==> src/rtl/alu_rs_scheduler_pkg.sv <==
// alu_rs_scheduler_pkg: shared ALU op codes, default tag/op widths and boolean constants
package alu_rs_scheduler_pkg;
  localparam int TAG_W = 4;
  localparam int OP_W = 4;
  localparam logic True = 1'b1;
  localparam logic False = 1'b0;
  typedef enum logic [OP_W-1:0] {
    Add, Minus, Less_S, Less_U, And, Or, Xor, Sll, Srl, Sra, Eq, Ne
  } alu_op_e;
endpackage

==> src/rtl/alu_rs_scheduler_lowest_one.sv <==
// rs_lowest_one: priority encoder; vec_i in, found_o = any bit set, idx_o = lowest set bit index
module rs_lowest_one #(
  parameter int N = 8
) (
  input  logic [N-1:0]         vec_i,
  output logic                 found_o,
  output logic [$clog2(N)-1:0] idx_o
);
  localparam int W = $clog2(N);
  always_comb begin
    found_o = |vec_i;
    idx_o = '0;
    for (int i = N - 1; i >= 0; i--) if (vec_i[i]) idx_o = W'(i);
  end
endmodule

==> src/rtl/alu_rs_scheduler.sv <==
// alu_rs_scheduler: ALU reservation station; dispatch in (issue_*), CDB wakeup (cdb_*), ALU request (alu_*), held result out (out_*)
module alu_rs_scheduler #(
  parameter int RS_SIZE = 8,
  parameter int TAG_W = alu_rs_scheduler_pkg::TAG_W,
  parameter int OP_W = alu_rs_scheduler_pkg::OP_W
) (
  input  logic             clk,
  input  logic             rst,
  input  logic             rdy,
  input  logic             clear,
  input  logic             issue_valid,
  input  logic [OP_W-1:0]  issue_op,
  input  logic [31:0]      issue_vj,
  input  logic [31:0]      issue_vk,
  input  logic             issue_qj_wait,
  input  logic             issue_qk_wait,
  input  logic [TAG_W-1:0] issue_qj,
  input  logic [TAG_W-1:0] issue_qk,
  input  logic [TAG_W-1:0] issue_dest,
  output logic             full,
  input  logic             cdb_valid,
  input  logic [TAG_W-1:0] cdb_tag,
  input  logic [31:0]      cdb_value,
  output logic             alu_ready,
  output logic [OP_W-1:0]  alu_op,
  output logic [31:0]      alu_lv,
  output logic [31:0]      alu_rv,
  input  logic [31:0]      alu_result,
  input  logic             alu_success,
  output logic             out_valid,
  output logic [TAG_W-1:0] out_tag,
  output logic [31:0]      out_value,
  input  logic             out_grant
);
  import alu_rs_scheduler_pkg::*;
  localparam int IW = $clog2(RS_SIZE);
  typedef struct packed {
    logic             valid;
    logic [OP_W-1:0]  op;
    logic [31:0]      vj;
    logic [31:0]      vk;
    logic             wj;
    logic             wk;
    logic [TAG_W-1:0] qj;
    logic [TAG_W-1:0] qk;
    logic [TAG_W-1:0] dest;
  } ent_t;
  ent_t ent_q [RS_SIZE];
  ent_t ent_d [RS_SIZE];
  logic [RS_SIZE-1:0] vld, elig;
  logic free_found, pick_found, sel, done, disp, byp_j, byp_k;
  logic [IW-1:0] free_idx, pick_idx;
  logic out_valid_q, out_valid_d;
  logic [TAG_W-1:0] out_tag_q, out_tag_d;
  logic [31:0] out_value_q, out_value_d;
  always_comb begin
    for (int i = 0; i < RS_SIZE; i++) begin
      vld[i] = ent_q[i].valid;
      elig[i] = ent_q[i].valid && !ent_q[i].wj && !ent_q[i].wk;
    end
  end
  rs_lowest_one #(.N(RS_SIZE)) u_free (.vec_i(~vld), .found_o(free_found), .idx_o(free_idx));
  rs_lowest_one #(.N(RS_SIZE)) u_pick (.vec_i(elig), .found_o(pick_found), .idx_o(pick_idx));
  assign full = &vld;
  assign sel = rdy && pick_found && (!out_valid_q || out_grant);
  assign done = sel && alu_success;
  assign disp = issue_valid && free_found;
  assign byp_j = issue_qj_wait && cdb_valid && issue_qj == cdb_tag;
  assign byp_k = issue_qk_wait && cdb_valid && issue_qk == cdb_tag;
  assign alu_ready = sel;
  assign alu_op = sel ? ent_q[pick_idx].op : '0;
  assign alu_lv = sel ? ent_q[pick_idx].vj : '0;
  assign alu_rv = sel ? ent_q[pick_idx].vk : '0;
  assign out_valid = out_valid_q;
  assign out_tag = out_tag_q;
  assign out_value = out_value_q;
  always_comb begin
    ent_d = ent_q;
    out_valid_d = done ? True : (out_grant ? False : out_valid_q);
    out_tag_d = done ? ent_q[pick_idx].dest : out_tag_q;
    out_value_d = done ? alu_result : out_value_q;
    for (int i = 0; i < RS_SIZE; i++) begin
      if (ent_q[i].valid && ent_q[i].wj && cdb_valid && ent_q[i].qj == cdb_tag) begin
        ent_d[i].wj = False;
        ent_d[i].vj = cdb_value;
      end
      if (ent_q[i].valid && ent_q[i].wk && cdb_valid && ent_q[i].qk == cdb_tag) begin
        ent_d[i].wk = False;
        ent_d[i].vk = cdb_value;
      end
      if (done && pick_idx == IW'(i)) ent_d[i].valid = False;
      if (disp && free_idx == IW'(i))
        ent_d[i] = '{valid: True, op: issue_op,
                     vj: byp_j ? cdb_value : issue_vj, vk: byp_k ? cdb_value : issue_vk,
                     wj: issue_qj_wait && !byp_j, wk: issue_qk_wait && !byp_k,
                     qj: issue_qj, qk: issue_qk, dest: issue_dest};
    end
  end
  always_ff @(posedge clk) begin
    if (rst || clear) begin
      for (int i = 0; i < RS_SIZE; i++) ent_q[i] <= '0;
      out_valid_q <= 1'b0;
      out_tag_q <= '0;
      out_value_q <= '0;
    end else if (rdy) begin
      ent_q <= ent_d;
      out_valid_q <= out_valid_d;
      out_tag_q <= out_tag_d;
      out_value_q <= out_value_d;
    end
  end
endmodule

==> config.mk <==
export PLATFORM = sky130hd
export DESIGN_NAME = alu_rs_scheduler
export DESIGN_NICKNAME = d
export VERILOG_FILES = /design/src/rtl/alu_rs_scheduler_pkg.sv /design/src/rtl/alu_rs_scheduler_lowest_one.sv /design/src/rtl/alu_rs_scheduler.sv
export SDC_FILE = /design/constraint.sdc
export NUM_CORES = 2
export LEC_CHECK = 0
export ABC_AREA = 0
export BUFFER_PORTS_ARGS = -buffer_cell sky130_fd_sc_hd__buf_4
export CELL_PAD_IN_SITES_DETAIL_PLACEMENT = 1
export CELL_PAD_IN_SITES_GLOBAL_PLACEMENT = 2
export CORE_MARGIN = 4
export CORE_UTILIZATION = 35
export CTS_BUF_LIST = sky130_fd_sc_hd__clkbuf_4 sky130_fd_sc_hd__clkbuf_8
export DETAILED_ROUTE_END_ITERATION = 12
export GPL_TIMING_DRIVEN = 0
export HOLD_SLACK_MARGIN = 0.08
export PLACE_DENSITY = 0.86
export SLEW_MARGIN = 10
export SYNTH_ARGS = -nofsm -noshare
export SYNTH_HDL_FRONTEND = slang
export SYNTH_SLANG_ARGS = --single-unit
==> constraint.sdc <==
create_clock -name clk -period 2.85 [get_ports clk]
set_clock_uncertainty 0.05 [all_clocks]
set_input_delay 0.57 -clock clk [delete_from_list [all_inputs] [get_ports clk]]
set_output_delay 0.57 -clock clk [all_outputs]
set_load 0.01 [all_outputs]
==> out/results.tsv <==
metric	value	unit
p_total	22300	uW
synth_compound_area_share	28.3	%
synth_mux_area_share	11.2	%
grt_pass1_wl	262000	um
grt.met1_usage	42.9	%
drc	0	
grt_max_degree	17	
max_freq	232	MHz
r2r_setup_slack	-150	ps
io_pins	265	
cts_tree	done	
holdPathEnd	ent_q[419]	
r2r-start	ent_q[663]	
synth_edf_count	0	
htree_levels	4	
final_nets	4503	
crit_required	2230	ps
vias	36900	
path_cells	or3b_4, a211o_1, a31oi_4, buf_12, buf_16, buf_12, buf_16, mux4_2, a22o_1, buf_6	
setup_ws	-1450	ps
yosysWarnings	0	
dieHeight	322	um
grt.met3_usage	10.4	%
yosysTopAreaCellShare	40.6	%
wire_per_inst	32.7	um
syn_inst	3927	
dieArea	104000	sq um
grt_usage	34.9	%
cts-root-buf	clkbuf_8	
dpl_cell_area	37800	sq um
max_stage_delay	510	ps
drive_gt1_share	22.7	%
r2r_end	ent_q[209]	
clkTransAtPathRegs	60	ps
antenna_found_initial	8	
num_rows	114	
drt_first_pass_iters	6	
place_congestion	0.993	
relSlewSlack	5.49	%
viasPerCell	6.45	
p_leak	0.0153	uW
crit_arrival	3680	ps
crit_slowest_cell	mux4_2	
worstMarginPinSlew	1410	ps
yosysSeqAreaShare	40.6	%
synth_xor_area_share	1.75	%
path_max_fanout	9	
cts_buffer_depth	3	
gr-usage-met2	54.0	%
grt_pass1_vias	36700	
core	97300	sq um
synth_top_family_by_area	compound AO/OA/AOI/OAI gates	
end_kind	output port	
final_max_slew_viol_count	0	
rsz0062_at_grt	yes	
finalInstanceArea	43000	sq um
drt-total-wl	187000	um
worstHoldStart	issue_qk[0]	
power_density	520	nW/um^2
numCtsBuffers	136	
ant_nets	0	
synth-async-reset-ratio	0	%
status	finished with violations	
synth_cell_types	56	
io_buffers	209	
clock_sinks	701	
grt-busiest-layer	met2	
synthTopCellsByArea	dfxtp_1, a21oi_1, a211o_1	
ir_drop	0.500	mV
syn_avg_cell_area	8.79	sq um
area_growth	24.4	%
path_class	reg2out	
final-setup-viol-count	102	
reg2regPathDepth	9	
synthSimpleGateAreaFrac	12.5	%
min_period	4300	ps
hp-class	in2reg	
clk_latency	850	ps
hold_viol_final	0	
hpwl	131000	um
synth-seq-cells	701	
grt_overflow	0	
whs_path_depth	3	
synthAdderAreaFrac	0	%
finalCritPeriodShare	151	%
synth_nets	4085	
startpoint_type	flip-flop	
yosysTopAreaCell	dfxtp_1	
violations	setup timing	
crit_start	ent_q[95]	
start_util	35.5	%
ys.flop_type	dfxtp_1	
cap_violations	0	
syn_area	34500	sq um
drtIter0Drc	4361	
die_x	322	um
## what timing repair did
| action | in CTS | in global routing |
|---|---|---|
| hold buffers | 42 | 0 |
| hold endpoints to repair | 98 | 0 |
| buffers inserted | 18 | 14 |
| pin swaps | 24 | 12 |
| cloned | 8 | 1 |
| endpoints found under the setup margin | 736 | 637 |
| gates resized for setup | 407 | 204 |
## kinds of logic after synthesis
| logic type | after synthesis |
|---|---|
| buffers and inverters | 457 |
| DFF | 701 |
| and+or+nand+nor | 1036 |
| xor gates and xnor gates | 69 |
| AOI/OAI and AO/OA | 1448 |
| muxes | 216 |
## cell usage in the layout (no fill, tap or decap), types with 16 or more instances in the layout
cell type      count
xor2_1            67
clkbuf_8         165
mux2i_2           56
o21ai_0           27
a211o_1          385
o211ai_1          65
nand2_1          689
mux4_2           137
a21oi_1          720
dfxtp_1          695
buf_12            17
clkbuf_2         109
clkbuf_1         181
clkbuf_4          89
nor2_1           178
buf_4            211
nand3_1           22
a32oi_1           16
and3_1            77
buf_2             45
o41ai_1           63
dlygate4sd3_1     42
a22o_1           115
a22o_4            17
buf_6             63
## synthesized netlist by cell type, types with 22 or more instances
cell      number
mux2i_1       73
dfxtp_1      701
nand3_1       22
o211ai_1      65
mux4_2       137
a211o_1      385
clkbuf_1     339
nand2_1      691
o21ai_0       28
a21oi_1      724
a22o_1       132
buf_2         51
and3_1        79
xor2_1        67
nor2_1       181
o41ai_1       64
buf_1         37
## registers in the layout (all words and copies together) (netlist names)
| signal | flops |
|---|---|
| out_valid | 1 |
| out_value | 32 |
| out_tag | 4 |
| ent_q | 664 |
## report_power, final
part | internal, uW | switching (uW)
Combinational | 487 | 1340
Clock | 5900 | 4760
Sequential | 9830 | 20.4
## critical path, delay by kind of cell, from the launching register on
kind            cells  cell delay (ps)
mux                 1              510
flops               1              360
compound gates      3              780
simple gates        1              410
buf+inv             5              750
## routing by layer
| metal | up-vias | wire [um] |
|---|---|---|
| li1 | 15300 | - |
| met1 | 18500 | 71900 |
| met2 | 2395 | 82300 |
| met3 | 668 | 20200 |
| met4 | 2 | 12400 |
| met5 | - | 15 |
## how the worst max path moves through the flow
stage	end	slack [ps]	cells past startpoint
4_1_cts	alu_lv[11]	-1400	9
6_report	alu_rv[10]	-1450	10
5_1_grt	alu_rv[10]	-1470	10
3_5_place_dp	alu_rv[19]	-1740	8
2_1_floorplan	alu_lv[21]	-100	7
3_3_place_gp	alu_rv[13]	-1730	8
## through the flow
stage / hold slack (ps) / instances / setup TNS, ps / setup WS (ps) / util (%)
6_report: 98.6 / 5713 / -95960 / -1450 / 44.2
5_1_grt: 98.3 / 5711 / -95980 / -1470 / 44.2
4_1_cts: 81.9 / 5700 / -93070 / -1400 / 43.7
3_5_place_dp: 393 / 5413 / -736040 / -1740 / 38.8
3_3_place_gp: 385 / 5412 / -791700 / -1730 / 38.8
2_1_floorplan: 379 / 3927 / -6060 / -104 / -
## cell type report
type	count	area, sq um
Timing Repair Buffer	291	2720
Clock buffer	215	2640
Fill cell	11300	54300
Buffer	441	2550
Sequential cell	701	14100
Multi-Input combinational cell	2769	19300
Inverter	5	18.8
Clock inverter	10	81.3
Tap cell	1276	1600
Antenna cell	5	12.5
(Power assumes the default switching activity.)
